### src/rtl/data_sampling_mv.sv
// Oversampling majority-vote bit sampler for a UART-style receiver.
// Votes are taken on a window centred on the middle of each bit period.
module data_sampling_mv #(
   parameter int unsigned PRESC_W     = 6,
   parameter int unsigned SYNC_STAGES = 2
) (
   input  logic               CLK,
   input  logic               RST,
   input  logic               RX_IN,
   input  logic               dat_samp_en,
   input  logic [PRESC_W-1:0] Prescale,
   input  logic [1:0]         samp_num,
   output logic               sampled_bit,
   output logic               sample_valid,
   output logic               noise_err,
   output logic [PRESC_W-1:0] edge_cnt
);

   logic rx_s;

   generate
      if (SYNC_STAGES == 0) begin : g_nosync
         assign rx_s = RX_IN;
      end else begin : g_sync
         logic [SYNC_STAGES-1:0] sync_q;
         logic [SYNC_STAGES:0]   sync_d;
         assign sync_d = {sync_q, RX_IN};
         always_ff @(posedge CLK) begin
            if (!RST) sync_q <= '1;
            else      sync_q <= sync_d[SYNC_STAGES-1:0];
         end
         assign rx_s = sync_q[SYNC_STAGES-1];
      end
   endgenerate

   logic               en_q, en_d;
   logic [PRESC_W-1:0] presc_q, presc_d;
   logic [1:0]         samp_q, samp_d;
   logic [PRESC_W-1:0] cnt_q, cnt_d;
   logic [2:0]         ones_q, ones_d;
   logic [2:0]         votes_q, votes_d;
   logic               bit_q, bit_d;
   logic               noise_q, noise_d;
   logic               valid_q, valid_d;

   logic [2:0]         n_votes;
   logic [2:0]         k_half;
   logic [PRESC_W-1:0] half;
   logic [PRESC_W-1:0] last;
   logic               in_win;
   logic               is_last;

   always_comb begin
      n_votes = 3'd3;
      k_half  = 3'd1;
      unique case (samp_q)
         2'b00:   begin n_votes = 3'd1; k_half = 3'd0; end
         2'b01:   begin n_votes = 3'd3; k_half = 3'd1; end
         2'b10:   begin n_votes = 3'd5; k_half = 3'd2; end
         default: begin n_votes = 3'd3; k_half = 3'd1; end
      endcase
   end

   // On the first enabled cycle cnt_q is 0, which can never hit the window or the
   // last-count compare for any clamped ratio, so the stale config is harmless there.
   assign half    = presc_q >> 1;
   assign last    = presc_q - PRESC_W'(1);
   assign in_win  = (cnt_q >= half - PRESC_W'(k_half)) && (cnt_q <= half + PRESC_W'(k_half));
   assign is_last = (cnt_q == last);

   always_comb begin
      en_d    = dat_samp_en;
      presc_d = presc_q;
      samp_d  = samp_q;
      cnt_d   = '0;
      ones_d  = '0;
      votes_d = '0;
      bit_d   = bit_q;
      noise_d = noise_q;
      valid_d = 1'b0;
      if (dat_samp_en && !en_q) begin
         presc_d = (Prescale < PRESC_W'(8)) ? PRESC_W'(8) : Prescale;
         samp_d  = samp_num;
      end
      if (dat_samp_en) begin
         if (is_last) begin
            bit_d   = (ones_q > (n_votes >> 1));
            noise_d = (ones_q != 3'd0) && (ones_q != n_votes);
            valid_d = 1'b1;
         end else begin
            cnt_d   = cnt_q + PRESC_W'(1);
            ones_d  = ones_q;
            votes_d = votes_q;
            if (in_win) begin
               ones_d  = ones_q + {2'b00, rx_s};
               votes_d = votes_q + 3'd1;
            end
         end
      end
   end

   always_ff @(posedge CLK) begin
      if (!RST) begin
         en_q    <= 1'b0;
         presc_q <= PRESC_W'(8);
         samp_q  <= 2'b01;
         cnt_q   <= '0;
         ones_q  <= '0;
         votes_q <= '0;
         bit_q   <= 1'b0;
         noise_q <= 1'b0;
         valid_q <= 1'b0;
      end else begin
         en_q    <= en_d;
         presc_q <= presc_d;
         samp_q  <= samp_d;
         cnt_q   <= cnt_d;
         ones_q  <= ones_d;
         votes_q <= votes_d;
         bit_q   <= bit_d;
         noise_q <= noise_d;
         valid_q <= valid_d;
      end
   end

   assign sampled_bit  = bit_q;
   assign noise_err    = noise_q;
   assign sample_valid = valid_q;
   assign edge_cnt     = dat_samp_en ? cnt_q : '0;

endmodule

### config.mk
export PLATFORM = sky130hd
export DESIGN_NAME = data_sampling_mv
export DESIGN_NICKNAME = d
export VERILOG_FILES = /design/src/rtl/data_sampling_mv.sv
export SDC_FILE = /design/constraint.sdc
export NUM_CORES = 1
export LEC_CHECK = 0
export CAP_MARGIN = 15
export CORE_MARGIN = 1.5
export CORE_UTILIZATION = 55
export CTS_CLUSTER_SIZE = 24
export DETAILED_ROUTE_END_ITERATION = 16
export GPL_TIMING_DRIVEN = 0
export PLACE_DENSITY = 0.79
export SLEW_MARGIN = 10
export SYNTH_ARGS = -nofsm -noshare
export SYNTH_HDL_FRONTEND = slang
export SYNTH_SLANG_ARGS = --single-unit
export TNS_END_PERCENT = 20
### constraint.sdc
create_clock -name CLK -period 3.89 [get_ports CLK]
set_clock_uncertainty 0.05 [all_clocks]
set_input_delay 0.389 -clock CLK [delete_from_list [all_inputs] [get_ports CLK]]
set_output_delay 0.389 -clock CLK [all_outputs]
set_load 0.01 [all_outputs]
# ---- Word-level counts from Yosys, hierarchy flattened
# Index checks and enable logic that the tools add are counted.
dict set report totals {
  elab_cells 37
  input_bits 12
  out_inout_bits 9
  register_bits 23
}
dict set report classes {
  n_bitwise 2
  n_reduce_logical 9
  muxes 5
  addsub 5
  eq_ne 3
  n_lt_le_gt_ge 4
}
# cell count
set op_table {}
lappend op_table {{6-bit two-way mux} 2}
lappend op_table {{5-bit by 3-bit adder with 6-bit output} 1}
lappend op_table {{6-bit by 1-bit adder with 6-bit output, second input constant} 1}
lappend op_table {{6-bit equality test} 1}
lappend op_table {{6-bit >= comparator} 1}
lappend op_table {{6-bit <= comparator} 1}
lappend op_table {{6-bit by 4-bit < comparator with 1-bit output, second input constant} 1}
lappend op_table {{3-bit one-hot mux with 2 select lines} 1}
lappend op_table {{5-bit by 3-bit subtractor with 6-bit output} 1}
lappend op_table {{6-bit by 1-bit subtractor with 6-bit output, second input constant} 1}
lappend op_table {{2-bit one-hot mux with 2 select lines} 1}
lappend op_table {{2-bit AND reduction} 2}
lappend op_table {{3-bit by 1-bit adder with 3-bit output} 1}
lappend op_table {{3-bit by 2-bit greater-than comparator with 1-bit output} 1}
lappend op_table {{1-bit logical AND} 3}
lappend op_table {{3-bit inequality test} 1}
lappend op_table {{3-bit nonzero test} 1}
lappend op_table {{3-bit OR reduction} 1}
lappend op_table {{2-bit equality test, second input constant} 1}
lappend op_table {{2-bit zero test} 1}
lappend op_table {{1-bit NOT} 2}
lappend op_table {{1-bit zero test} 1}
lappend op_table {{1-bit two-way mux} 1}

# ---- Longest topological paths before layout
dict set report logic_depth {
  word_depth 5
  mapped_depth 12
  ltp_nobuf 12
}

# ---- Worst setup path after synthesis
# No wires, ideal clock.
dict set report synth_timing {
  kind {reg2reg}
  from {register samp_q[0]}
  to {register ones_q[2]}
  slack_ns 1.034
  setup_time_ns 0.066
  period_less_slack_ns 2.856
  path_buffers 0
  required_time_ns 3.774
  arrival_ns 2.740
  stages_incl_launch_ff 12
  path_cell_list {dfxtp_1 > nand2b_1 > inv_1 > fa_1 > nand3_1 > xor2_1 > ha_1 > a21o_1 > a21o_1 > o21a_1 > or4_1 > a21oi_2}
}
dict set report synth_via {
  elab_chain_cells 5
  word_cells_on_any_way 8
  cone_classes {2 x add/sub; 2 x order compare; 1 x eq/ne; 1 x mux; 2 x reduce/logical}
}
# item line_no
set synth_rtl {}
lappend synth_rtl {{start, declared} 38} ;# logic [1:0] samp_q, samp_d;
lappend synth_rtl {{start signal, assigned} 116} ;# samp_q <= samp_d;
lappend synth_rtl {{2-bit equality test / 2-bit zero test (equally long branches)} 56} ;# unique case (samp_q)
lappend synth_rtl {{2-bit one-hot mux with 2 select lines *} 56}
lappend synth_rtl {{5-bit by 3-bit subtractor with 6-bit output / 5-bit by 3-bit adder with 6-bit output (equally long branches)} 68} ;# assign in_win = (cnt_q >= half - PRESC_W'(k_half)) && (cnt_q <= half + PRESC_W'(k_half));
lappend synth_rtl {{6-bit >= comparator / 6-bit <= comparator (equally long branches)} 68}
lappend synth_rtl {{1-bit logical AND *} 68}
lappend synth_rtl {{end signal, assigned} 118} ;# ones_q <= ones_d;
lappend synth_rtl {{end, declared} 40} ;# logic [2:0] ones_q, ones_d;
# Mark *: on every way between the ends. The rest lies on a longest branch, timed or not.
# A chain may end at the register's enable or synchronous reset.

# ---- Worst setup path in the final report
# Ends and elaborated chain as after synthesis.

==> results.yml <==
outcome:
  outcome: "finished clean"
worst_setup_path:
  arrival_ns: 3.32
  cpPeakStageDelay_ns: 0.49
  reg2reg_depth: 11
  cp.required_ns: 4.11
  critPathCaptureType: "register"
  cpMostUsedCell: "a21o_1"
  crit_chain: "nand2b_1 > inv_1 > fa_1 > nand3_1 > xor2_1 > ha_1 > a21o_1 > a21o_1 > o21a_1 > or4_1 > a21oi_2"
  critPathLaunchType: "register"
  critPathMaxFanout: 7
  crit_slowest_cell: "or4_1"
  critPathKind: "register to register"
cells_and_area:
  final_nets: 247
  layout_common_cells: "23 x dfxtp_1, 22 x ha_1, 20 x clkdlybuf4s50_1"
  fill_cells: 247
  antenna_cells: 0
  layout_commonest_cell: "dfxtp_1"
  area_growth_pct: 16.1
  fin_area_um2: 1920
  drive_gt1_frac: 0.0952
clock_network:
  postCtsHoldBufs: 0
  cts-buffers-inserted: 3
  cts.repair.resized: 0
  clk_latency_ns: 0.32
  cts_tree: "yes"
  root_buffer: "clkbuf_4"
  cts_setup_buffers: 0
  clk_pin_slew_worst_paths_ns: 0.14
  cts.sinks: 23
  htreeDepth: 1
  clockBufferDepth: 2
logic_synthesis:
  syn_inst: 186
  synth_edf_count: 0
  syn_nets: 222
  yosys_register_bits: 23
  ys.flop_type: "dfxtp_1"
  synthArstFlopShare: 0
  ys_warn_count: 0
  ys_seq_area_frac: 0.279
  synth_area_um2: 1650
  synth.distinct_cells: 45
  avgSynthCellArea_um2: 8.89
timing:
  setup_violations: 0
  period_share: 0.797
  whs_ns: 0.379
  rsz0062_at_grt: "no"
  max_freq_mhz: 323
  hold_violations: 0
  drv_slew: 0
  relSlewSlack: 0.693
  worst_slew_pin_slew_ns: 0.460
  min_period_ns: 3.10
  tns_ns: 0
detailed_routing:
  wl_met1_um: 1560
  num_vias: 1382
  top_layer: "met4"
  wl_per_cell_um: 14.2
  drtIter0Drc: 40
  dr.pass1.iters: 4
  detail-route-antenna-nets: 0
  met3RoutedLength_um: 150
  routed_wl_um: 3420
  dr_wl_met2_um: 1650
  drc: 0
  via_per_inst: 5.73
grt:
  grt_pass1_wl_um: 5940
  grtUsageTotal: 0.229
  grt_max_degree: 14
  antenna_found_initial: 0
  grt_overflow: 0
  first_global_vias: 1372
floorplan:
  initial_utilization: 0.589
  core_um2: 2810
  chipWidth_um: 57.8
  rows: 19
  dieArea_um2: 3340
  top_level_ports: 21
  die_h_um: 57.8
placed_design:
  io_buffers: 20
  dp_hpwl_um: 2750
  placed_area_um2: 1890
  place.gp.congestion: 0.852
power_and_ir_drop:
  power.density_nw_per_um2: 250
  p_leak_uw: 0.000844
  peakVddDrop_v: 0.000162
worst_hold_path:
  whs_path_depth: 1
  hp-class: "register to register"
run:
  cap_viol_max_count: 0
cells in the mapped netlist (4+ instances only):
cell type	n	area (um2)
nand2b_1	4	25.0
nor3_1	4	20.0
xor2_1	8	70.1
inv_1	13	48.8
o21ai_0	6	30.0
xnor2_1	7	61.3
nor2_2	5	31.3
and2_1	6	37.5
nor2_1	4	15.0
nand3_1	11	55.1
a21o_1	5	37.5
nor2b_1	5	31.3
a21oi_1	6	30.0
nand2_1	14	52.6
ha_1	22	275
dfxtp_1	23	460
sequential cells by signal, summed over array words and instances, names as in the netlist:
register / flops
sample_valid: 1
ones_q: 3
noise_err: 1
g_sync.sync_q: 2
en_q: 1
presc_q: 6
samp_q: 2
sampled_bit: 1
cnt_q: 6
where the power goes:
part           switching [uW]  leakage, uW  total (uW)  internal, uW
sequential               9.86     0.000188         253           244
combinational            57.4     0.000638         111          54.1
clock                    76.5    0.0000177         115          38.5
total                     144     0.000844         480           336
worst max-delay path, delay by kind of cell (launching register included):
| kind | cells | cell delay, ns |
|---|---|---|
| buffers and inverters | 1 | 0.11 |
| XOR/XNOR | 1 | 0.15 |
| flip-flops | 1 | 0.48 |
| AO/OA/AOI/OAI | 4 | 0.70 |
| AND/OR/NAND/NOR | 3 | 0.86 |
| adder cells (fa/ha/maj) | 2 | 0.70 |
final cells by class:
cell class / count / area, um2 / share of cell area
inverter: 13 / 48.8 / 0.0254
sequential: 23 / 460 / 0.240
tap: 31 / 38.8 / 0.0202
buffer: 6 / 33.8 / 0.0176
multi-input combinational: 144 / 1110 / 0.578
clock buffer: 3 / 22.5 / 0.0117
timing repair buffer: 20 / 200 / 0.104
clock inverter: 1 / 5.00 / 0.00261
layer usage:
| metal | track usage | vias up |
|---|---|---|
| met5 | 0 | - |
| met4 | 0.0797 | 0 |
| met3 | 0.0357 | 13 |
| met2 | 0.417 | 38 |
| met1 | 0.270 | 632 |
| li1 | - | 699 |
final timing paths:
path,end,from,slack [ns]
min,g_sync.sync_q[1],g_sync.sync_q[0],0.38
max reg2reg,ones_q[2],samp_q[0],0.79
min reg2reg,g_sync.sync_q[1],g_sync.sync_q[0],0.38
max,ones_q[2],samp_q[0],0.79
metrics by stage:
stage | utilization | total power, uW | setup slack, ns | std cells
floorplan | - | 335 | 1.03 | 186
global placement | 0.674 | 363 | 0.859 | 237
detailed placement | 0.674 | 370 | 0.800 | 237
CTS | 0.684 | 482 | 0.766 | 241
global route | 0.684 | 505 | 0.581 | 241
finish | 0.684 | 480 | 0.791 | 241
cells by family (layout without fill, tap and decap cells):
family | Yosys count | count (layout) | share of synthesized area
compound gates | 39 | 39 | 0.167
mux | 2 | 2 | 0.0121
buf+inv | 19 | 43 | 0.0500
flops | 23 | 23 | 0.279
fa+ha+maj | 24 | 24 | 0.191
xor+xnor | 16 | 16 | 0.0931
simple gates | 63 | 63 | 0.208
(Power assumes the default switching activity.)
